$ cat config.mk
export PLATFORM = sky130hd
export DESIGN_NAME = prog_modn_counter_flat
export DESIGN_NICKNAME = d
export VERILOG_FILES = /design/src/rtl/prog_modn_counter_pkg.sv /design/src/rtl/prog_modn_counter_if.sv /design/src/rtl/prog_modn_counter_prescaler.sv /design/src/rtl/prog_modn_counter.sv /design/src/flat_wrapper.sv
export SDC_FILE = /design/constraint.sdc
export NUM_CORES = 1
export LEC_CHECK = 0
export CAP_MARGIN = 20
export CELL_PAD_IN_SITES_DETAIL_PLACEMENT = 2
export CELL_PAD_IN_SITES_GLOBAL_PLACEMENT = 2
export CORE_UTILIZATION = 28
export CTS_CLUSTER_DIAMETER = 150
export CTS_CLUSTER_SIZE = 16
export DETAILED_ROUTE_END_ITERATION = 12
export PLACE_DENSITY = 0.75
export SLEW_MARGIN = 40
export SYNTH_ARGS = -nofsm -noshare
export SYNTH_HDL_FRONTEND = slang
export SYNTH_SLANG_ARGS = --single-unit
$ cat constraint.sdc
create_clock -name clk -period 2.75 [get_ports clk]
set_input_delay 0.6875 -clock clk [delete_from_list [all_inputs] [get_ports clk]]
set_output_delay 0.6875 -clock clk [all_outputs]
set_load 0.005 [all_outputs]
$ cat src/rtl/prog_modn_counter_pkg.sv
// Package for prog_modn_counter.
// Holds the run-control state type and the default parameter values shared by
// the interface, the counter top and the optional prescaler.
// Optional feature macro: MODN_PRESCALER_EN (see prog_modn_counter.sv).
package prog_modn_counter_pkg;

  typedef enum logic [1:0] {
    IDLE = 2'd0,
    RUN  = 2'd1,
    DONE = 2'd2
  } modn_state_t;

  localparam int WIDTH_DEF  = 10;
  localparam int WRAP_W_DEF = 8;
  localparam int PSC_W_DEF  = 8;

endpackage

$ cat src/rtl/prog_modn_counter_if.sv
// Control/status interface of prog_modn_counter.
// Control inputs (clr, start, stop, en, down, one_shot, load) are plain levels
// sampled on every rising clock edge; there is no valid/ready handshake, a
// command is taken in the cycle it is high and all status outputs follow one
// cycle later.
// Signals:
//   master drives: clr, start, stop, en, down, one_shot, load, load_val, n,
//                  psc (only when MODN_PRESCALER_EN is defined)
//   slave drives : count, tc, busy, done, wraps, state (FSM debug view)
interface prog_modn_counter_if
  import prog_modn_counter_pkg::*;
#(
  parameter int WIDTH  = WIDTH_DEF,
  parameter int WRAP_W = WRAP_W_DEF
`ifdef MODN_PRESCALER_EN
  , parameter int PSC_W = PSC_W_DEF
`endif
);

  logic              clr;
  logic              start;
  logic              stop;
  logic              en;
  logic              down;
  logic              one_shot;
  logic              load;
  logic [WIDTH-1:0]  load_val;
  logic [WIDTH-1:0]  n;
`ifdef MODN_PRESCALER_EN
  logic [PSC_W-1:0]  psc;
`endif
  logic [WIDTH-1:0]  count;
  logic              tc;
  logic              busy;
  logic              done;
  logic [WRAP_W-1:0] wraps;
  modn_state_t       state;

  modport master (
`ifdef MODN_PRESCALER_EN
    output psc,
`endif
    output clr, start, stop, en, down, one_shot, load, load_val, n,
    input  count, tc, busy, done, wraps, state
  );

  modport slave (
`ifdef MODN_PRESCALER_EN
    input  psc,
`endif
    input  clr, start, stop, en, down, one_shot, load, load_val, n,
    output count, tc, busy, done, wraps, state
  );

endinterface

$ cat src/rtl/prog_modn_counter_prescaler.sv
// modn_prescaler: divides the enabled-cycle stream of the counter.
// Only built when MODN_PRESCALER_EN is defined.
// Ports:
//   clk, rst  clock, asynchronous active-high reset
//   clr       synchronous clear of the divider phase
//   en        cycle qualifier (counter in RUN and enabled)
//   psc       divide ratio minus one; 0 gives a strobe every enabled cycle
//   strobe    high on the enabled cycle that completes psc+1 enabled cycles
`ifdef MODN_PRESCALER_EN
module modn_prescaler #(
  parameter int PSC_W = 8
) (
  input  logic             clk,
  input  logic             rst,
  input  logic             clr,
  input  logic             en,
  input  logic [PSC_W-1:0] psc,
  output logic             strobe
);

  logic [PSC_W-1:0] cnt;

  // >= rather than == so a psc lowered below the current phase recovers at once
  assign strobe = en & (cnt >= psc);

  always_ff @(posedge clk or posedge rst) begin
    if (rst) begin
      cnt <= '0;
    end else if (clr) begin
      cnt <= '0;
    end else if (en) begin
      cnt <= strobe ? '0 : cnt + 1'b1;
    end
  end

endmodule
`endif

$ cat src/rtl/prog_modn_counter.sv
// prog_modn_counter: run-controlled programmable modulo-n up/down counter.
// Counts over 0..n-1 (n=0 means 2**WIDTH) with enable, parallel load,
// one-shot/continuous mode, a one-cycle terminal-count pulse and a saturating
// count of terminal ticks.
// Optional feature macro: MODN_PRESCALER_EN -- adds psc and a modn_prescaler so
// a tick needs psc+1 enabled RUN cycles.
// Ports:
//   clk  clock, all state changes on the rising edge
//   rst  asynchronous active-high reset
//   bus  prog_modn_counter_if.slave: controls in, count/tc/busy/done/wraps/state out
// All outputs are registered; command-to-output latency is one cycle.
// Same-cycle priority: rst > clr > load > start > stop > tick.
module prog_modn_counter
  import prog_modn_counter_pkg::*;
#(
  parameter int WIDTH  = WIDTH_DEF,
  parameter int WRAP_W = WRAP_W_DEF
`ifdef MODN_PRESCALER_EN
  , parameter int PSC_W = PSC_W_DEF
`endif
) (
  input logic                clk,
  input logic                rst,
  prog_modn_counter_if.slave bus
);

  modn_state_t       state;
  logic [WIDTH-1:0]  count_q;
  logic              tc_q;
  logic              busy_q;
  logic              done_q;
  logic [WRAP_W-1:0] wraps_q;

  logic [WIDTH-1:0]  last;
  logic              tick;
  logic              strobe;
  logic [WIDTH-1:0]  next_count;
  logic              terminal;

  // n=0 wraps to all-ones, giving the full 2**WIDTH range
  assign last = bus.n - 1'b1;

`ifdef MODN_PRESCALER_EN
  modn_prescaler #(.PSC_W(PSC_W)) u_prescaler (
    .clk    (clk),
    .rst    (rst),
    .clr    (bus.clr | bus.start | bus.load),
    .en     ((state == RUN) & bus.en),
    .psc    (bus.psc),
    .strobe (strobe)
  );
`else
  assign strobe = 1'b1;
`endif

  assign tick = (state == RUN) & bus.en & strobe;

  // Next count for a tick. A count above last (n reduced mid-run) wraps to 0
  // when counting up, but is only pulled back to last when counting down.
  always_comb begin
    next_count = count_q;
    terminal   = 1'b0;
    if (!bus.down) begin
      if (count_q >= last) begin
        next_count = '0;
        terminal   = 1'b1;
      end else begin
        next_count = count_q + 1'b1;
      end
    end else begin
      if (count_q == '0) begin
        next_count = last;
        terminal   = 1'b1;
      end else if (count_q > last) begin
        next_count = last;
      end else begin
        next_count = count_q - 1'b1;
      end
    end
  end

  always_ff @(posedge clk or posedge rst) begin
    if (rst) begin
      state   <= IDLE;
      count_q <= '0;
      tc_q    <= 1'b0;
      busy_q  <= 1'b0;
      done_q  <= 1'b0;
      wraps_q <= '0;
    end else if (bus.clr) begin
      state   <= IDLE;
      count_q <= '0;
      tc_q    <= 1'b0;
      busy_q  <= 1'b0;
      done_q  <= 1'b0;
      wraps_q <= '0;
    end else begin
      tc_q <= 1'b0;
      if (bus.load) begin
        count_q <= (bus.load_val > last) ? last : bus.load_val;
      end else if (bus.start) begin
        state   <= RUN;
        busy_q  <= 1'b1;
        done_q  <= 1'b0;
        count_q <= bus.down ? last : '0;
      end else if (bus.stop && state != IDLE) begin
        state  <= IDLE;
        busy_q <= 1'b0;
        done_q <= 1'b0;
      end else if (tick) begin
        count_q <= next_count;
        if (terminal) begin
          tc_q <= 1'b1;
          if (wraps_q != '1) wraps_q <= wraps_q + 1'b1;
          if (bus.one_shot) begin
            state  <= DONE;
            busy_q <= 1'b0;
            done_q <= 1'b1;
          end
        end
      end
    end
  end

  assign bus.count = count_q;
  assign bus.tc    = tc_q;
  assign bus.busy  = busy_q;
  assign bus.done  = done_q;
  assign bus.wraps = wraps_q;
  assign bus.state = state;

endmodule

$ cat src/flat_wrapper.sv
// flat-port wrapper written by rule: the top's interface ports become plain ports
module prog_modn_counter_flat import prog_modn_counter_pkg::*;
#(
  parameter int WIDTH  = WIDTH_DEF,
  parameter int WRAP_W = WRAP_W_DEF

)
  (clk, rst, bus_clr, bus_start, bus_stop, bus_en, bus_down, bus_one_shot, bus_load, bus_load_val, bus_n, bus_count, bus_tc, bus_busy, bus_done, bus_wraps, bus_state);
  prog_modn_counter_if #(.WIDTH(WIDTH), .WRAP_W(WRAP_W)) bus_i ();
  input logic clk;
  input logic rst;
  input wire logic [$bits(bus_i.clr)-1:0] bus_clr;
  input wire logic [$bits(bus_i.start)-1:0] bus_start;
  input wire logic [$bits(bus_i.stop)-1:0] bus_stop;
  input wire logic [$bits(bus_i.en)-1:0] bus_en;
  input wire logic [$bits(bus_i.down)-1:0] bus_down;
  input wire logic [$bits(bus_i.one_shot)-1:0] bus_one_shot;
  input wire logic [$bits(bus_i.load)-1:0] bus_load;
  input wire logic [$bits(bus_i.load_val)-1:0] bus_load_val;
  input wire logic [$bits(bus_i.n)-1:0] bus_n;
  output wire logic [$bits(bus_i.count)-1:0] bus_count;
  output wire logic [$bits(bus_i.tc)-1:0] bus_tc;
  output wire logic [$bits(bus_i.busy)-1:0] bus_busy;
  output wire logic [$bits(bus_i.done)-1:0] bus_done;
  output wire logic [$bits(bus_i.wraps)-1:0] bus_wraps;
  output wire logic [$bits(bus_i.state)-1:0] bus_state;
  assign bus_i.clr = bus_clr;
  assign bus_i.start = bus_start;
  assign bus_i.stop = bus_stop;
  assign bus_i.en = bus_en;
  assign bus_i.down = bus_down;
  assign bus_i.one_shot = bus_one_shot;
  assign bus_i.load = bus_load;
  assign bus_i.load_val = bus_load_val;
  assign bus_i.n = bus_n;
  assign bus_count = bus_i.count;
  assign bus_tc = bus_i.tc;
  assign bus_busy = bus_i.busy;
  assign bus_done = bus_i.done;
  assign bus_wraps = bus_i.wraps;
  assign bus_state = bus_i.state;
  prog_modn_counter #(.WIDTH(WIDTH), .WRAP_W(WRAP_W)) u_core (.clk(clk), .rst(rst), .bus(bus_i));
endmodule
After elaboration in Yosys (flattened, before gate mapping)
Cells that the tools add are included.
- output and inout port bits: 23
- logic and storage cells: 81
- register bits: 23
- $add $sub $neg: 4
- order comparisons: 3
- bitwise operators: 1
- reductions and logical operators: 13
- equality and inequality tests: 6
- muxes and demuxes: 48
- operators with widths (cell ; count):
    $mux 10 ; 11
    $mux 8 ; 7
    $mux 1 ; 23
    $gt 10x10->1 ; 2
    $sub 10x1->10 const B ; 2
    $reduce_bool 4->1 ; 4
    $mux 2 ; 7
    $add 10x1->10 const B ; 1
    $ge 10x10->1 ; 1
    $logic_not 10->1 ; 1
    $add 8x1->8 const B ; 1
    $ne 8x8->1 const B ; 1
    $reduce_bool 2->1 ; 4
    $ne 2x2->1 const B ; 3
    $reduce_and 6->1 ; 1
    $ne 4x4->1 const B ; 1
    $reduce_and 4->1 ; 1
    $eq 2x1->1 const B ; 1
    $reduce_and 2->1 ; 1
    $and 1x1->1 ; 1
    $logic_and 1x1->1 ; 1

Longest topological paths before layout
- depth after elaboration: 10
- gate-level depth with buffers: 17

Least setup slack after synthesis
No wires, ideal clock.
- path kind: in2reg
- start: in bus_n[0]
- end: reg u_core.wraps_q[6] (netlist: u_core.bus.wraps[6])
- path slack: -1167 ps
- stages on the path: 15
- arrival: 3792 ps
- setup time: 125 ps
- required time: 2625 ps
- cell sequence: inv_1 > ha_1 > or4b_4 > nor2_1 > xnor2_1 > ha_1 > nand3b_1 > a211oi_2 > o21ai_1 > o311a_4 > nand2_4 > and4_4 > buf_6 > and4_1 > mux2_4
- longest elaborated chain between the ends: 6
- RTL lines (element ; line ; text):
    start: declaration ; flat_wrapper.sv:20 ; input wire logic [$bits(bus_i.n)-1:0] bus_n;
    $sub 10x1->10 ; prog_modn_counter.sv:41 ; assign last = bus.n - 1'b1;
    $ge 10x10->1 ; prog_modn_counter.sv:64 ; if (count_q >= last) begin
    $mux 1 ; prog_modn_counter.sv:64 ;
    $mux 1 ; prog_modn_counter.sv:63 ; if (!bus.down) begin
    $reduce_bool 2->1 (no source line) ; - ;
    $reduce_and 6->1 (no source line) ; - ;
    end signal: assignment ; prog_modn_counter.sv:114 ; if (wraps_q != '1) wraps_q <= wraps_q + 1'b1;
    end: declaration ; prog_modn_counter.sv:32 ; logic [WRAP_W-1:0] wraps_q;
No other way between the ends.
A chain may end at the register's enable or synchronous reset.

Final worst setup path
- start: in bus_n[0]
- end: reg u_core.count_q[4] (netlist: u_core.bus.count[4])
- longest elaborated chain between the ends: 10
- elaborated cells between the ends (all ways): 15
- classes of those cells: 1 x add/sub; 3 x order compare; 11 x mux
- RTL lines (element ; line ; text):
    $sub 10x1->10 * ; prog_modn_counter.sv:41 ;
    $gt 10x10->1 ; prog_modn_counter.sv:74 ; end else if (count_q > last) begin
    $mux 10 ; prog_modn_counter.sv:74 ;
    $mux 10 ; prog_modn_counter.sv:71 ; if (count_q == '0) begin
    $mux 10 ; prog_modn_counter.sv:63 ;
    $mux 10 ; prog_modn_counter.sv:110 ; end else if (tick) begin
    $mux 10 ; prog_modn_counter.sv:106 ; end else if (bus.stop && state != IDLE) begin
    $mux 10 ; prog_modn_counter.sv:101 ; end else if (bus.start) begin
    $mux 10 * ; prog_modn_counter.sv:99 ; if (bus.load) begin
    $mux 10 * ; prog_modn_counter.sv:90 ; end else if (bus.clr) begin
    end signal: assignment ; prog_modn_counter.sv:100 ; count_q <= (bus.load_val > last) ? last : bus.load_val;
    end signal: assignment ; prog_modn_counter.sv:105 ; count_q <= bus.down ? last : '0;
    end signal: assignment ; prog_modn_counter.sv:111 ; count_q <= next_count;
    end: declaration ; prog_modn_counter.sv:28 ; logic [WIDTH-1:0] count_q;
Every way passes the cells marked *; elsewhere a longest branch is shown, timed or not. The select of a mux whose other input is x is not followed.

==> metrics.txt <==
post-route clock period utilization 1.41; ys flop type dfrtp_1; die height 99.5 um; FILL cells 987; PortBufs 51; Final Wtd Congestion 0.873; #FFs+latches synth 21; CP startpoint kind input port; Cell Chain, Critical Path buf_12 > inv_16 > ha_4 > or4b_4 > nor2_4 > xnor2_4 > ha_4 > nand3b_1 > a211oi_2 > nor2_1 > and4b_1 > buf_6 > buf_4 > o211ai_4 > and3_1 > a311o_1 > a32o_1; core area 0.00924 mm^2; final worst setup slack -1130 ps; Root Buffer clkbuf_8; Starting Density 0.288; Clock transition at path regs 100 ps; cts hold-fix bufs 0; GR Layer Usage met1 0.354; Slowest-stage cell, CP or4b_4; clk_skew 14.9 ps; cell area after synthesis 0.00266 mm^2; Ant. Diodes 0; leak pwr 1.94 nW; met2 usage 0.591; Syn Nets 379; Min Hold Slack 628 ps; CTS tree yes; largest stage delay on the critical path 480 ps; cell seen most often among critical-path stages ha_4; DRT Pass-1 Iters 4; Crit. End Element flip-flop; DRC viols 0; nets 529; max_slew headroom 0.637; PwrDens 444 mW/mm^2; Cell variety after synth 72; CP Buf/Inv Count 4; failing checks setup timing; area delta synth->final 72.0%; Synth top cells by count nor2_1 (38), nand2_1 (27), dfrtp_1 (21); cell family with most CP delay simple AND/OR/NAND/NOR gates; worst hold path type reg -> reg; top-level I/O count 52; Synth area leader dfrtp_1; Worst-Skew Late Latency 290 ps; vias in the first global route 3,946; status finished, violations left; gr ovfl total 0; met3 GRT Util 0.0443; die area 0.00989 mm^2; Die X-Extent 99.5 um; CP Class in -> reg; Synth area leaders dfrtp_1 (20%), ha_1 (8.5%), nor2_1 (5.4%), xnor2_1 (4.0%), nand2_1 (3.8%); RSZ-0062 raised after global routing true; top-area cell type share of the netlist area 0.198; sequential area share after synthesis 0.198; setup_tns -21,140 ps; layout cells sized above 1 0.405; H-tree levels 1; row cnt 35; maximum number of pins on one net before global-route repair 22; vias after detailed routing 3,458; CTS Buf Count 3; fmax 257 MHz; busiest grt layer met2; CTS sink cnt 21; all-layer global routing usage 0.317; initial antenna violation count 0; global-route wire length before repair 23,500 um; DRT antenna net count 0; Worst Path Arrival 4070 ps; Post-DP HPWL 9850 um; Post-Syn Instances 332; starting DRC count in detailed routing 227; ys async rst share 1.00; CP max FO 5; wire per inst 26.0 um; Peak VDD IR 0.217 mV; Via density 5.67; endpoints failing hold 0; maxcap violations 0; Critical Path RT 2940 ps; cell with the most instances after synthesis nor2_1; synthesized area per cell 8.01 um^2; Yosys warning total 0; Slew Viols, Final 0; Final setup viols 21; min Tclk post-route 3880 ps; Worst Max-Slew Pin Slew 541 ps; CTS Buffer Depth 2; Post-synth EDFFs 0; routed wire length 15,900 um
[state kept, by name, summed over array words and instances (netlist names)]
name,count
u_core.bus.done,1
u_core.bus.wraps,8
u_core.bus.count,10
u_core.bus.tc,1
u_core.bus.state,1
[where the power goes]
group | switching (W) | total [W] | internal (W) | leakage, nW
combinational | 0.000728 | 0.00140 | 0.000676 | 1.64
sequential | 0.0000495 | 0.000392 | 0.000343 | 0.281
clock | 0.000134 | 0.000236 | 0.000102 | 0.0255
total | 0.000912 | 0.00203 | 0.00112 | 1.94
[layout by cell type (no fill, tap or decap), drive strengths merged, types with 9 or more instances in the layout]
| cell | instances |
|---|---|
| buf | 113 |
| clkdlybuf4s50 | 46 |
| nor2 | 39 |
| nand2 | 29 |
| dfrtp | 21 |
| inv | 20 |
| ha | 18 |
| o21ai | 18 |
| a21oi | 15 |
| xnor2 | 12 |
| nor2b | 10 |
| or3 | 9 |
[worst min-delay path, cell delays in order, from the launching register on]
cell and delay, ps:
dfrtp_1 400, mux2i_1 90, nor2_1 100
[timing repair]
| item | in CTS | in global routing |
|---|---|---|
| gates cloned | 0 | 0 |
| buffers inserted | 14 | 11 |
| resized for setup | 85 | 24 |
| endpoints found under the setup margin | 21 | 21 |
| pin swaps | 35 | 30 |
[final timing paths]
kind	startpoint	end	slack, ps	cells past startpoint
max	bus_n[0]	u_core.bus.count[4]$_DFFE_PP0P_	-1130	17
min	u_core.bus.wraps[1]$_DFFE_PP0P_	u_core.bus.wraps[1]$_DFFE_PP0P_	630	2
max reg2reg	u_core.bus.count[1]$_DFFE_PP0P_	u_core.bus.wraps[6]$_DFFE_PP0P_	-510	11
min reg2reg	u_core.bus.wraps[1]$_DFFE_PP0P_	u_core.bus.wraps[1]$_DFFE_PP0P_	630	2
max in group asynchronous	rst	u_core.bus.wraps[2]$_DFFE_PP0P_	1760	3
min in group asynchronous	rst	u_core.bus.count[1]$_DFFE_PP0P_	740	3
[through the flow]
| stage | instance area, um^2 | util | setup slack, ps | power (W) | cells |
|---|---|---|---|---|---|
| after floorplan | 2720 | - | -963 | 0.000868 | 332 |
| after global placement | 3970 | 0.430 | -1640 | 0.00136 | 585 |
| after detailed placement | 3970 | 0.430 | -1820 | 0.00142 | 585 |
| after CTS | 4470 | 0.484 | -1000 | 0.00189 | 603 |
| after global routing | 4580 | 0.495 | -1180 | 0.00210 | 610 |
| final | 4580 | 0.495 | -1130 | 0.00203 | 610 |
[final cells by class]
| type | instances | area [um^2] | area share |
|---|---|---|---|
| Inverter | 21 | 103 | 0.0224 |
| Multi-Input combinational cell | 273 | 2340 | 0.511 |
| Tap cell | 129 | 161 | 0.0353 |
| Timing Repair Buffer | 162 | 1400 | 0.306 |
| Sequential cell | 21 | 526 | 0.115 |
| Clock buffer | 3 | 41.3 | 0.00902 |
| Clock inverter | 1 | 5.00 | 0.00109 |
[logic make-up (layout without fill, tap and decap cells)]
kind of cell | after synthesis | after routing | synth area share
buffers and inverters | 38 | 187 | 0.0668
flip-flops | 21 | 21 | 0.198
adder cells (fa/ha/maj) | 18 | 18 | 0.0847
AO/OA/AOI/OAI | 88 | 88 | 0.245
XOR/XNOR | 16 | 16 | 0.0630
multiplexers | 13 | 13 | 0.0550
AND/OR/NAND/NOR | 138 | 138 | 0.288
[per-layer routing]
metal	part of all wire	vias up	wire, um
met3	0.046	40	729
met4	0.036	0	576
met5	0	-	0
li1	-	1521	-
met1	0.39	1777	6130
met2	0.53	120	8420
No activity file was read; power rests on OpenSTA's default activity.
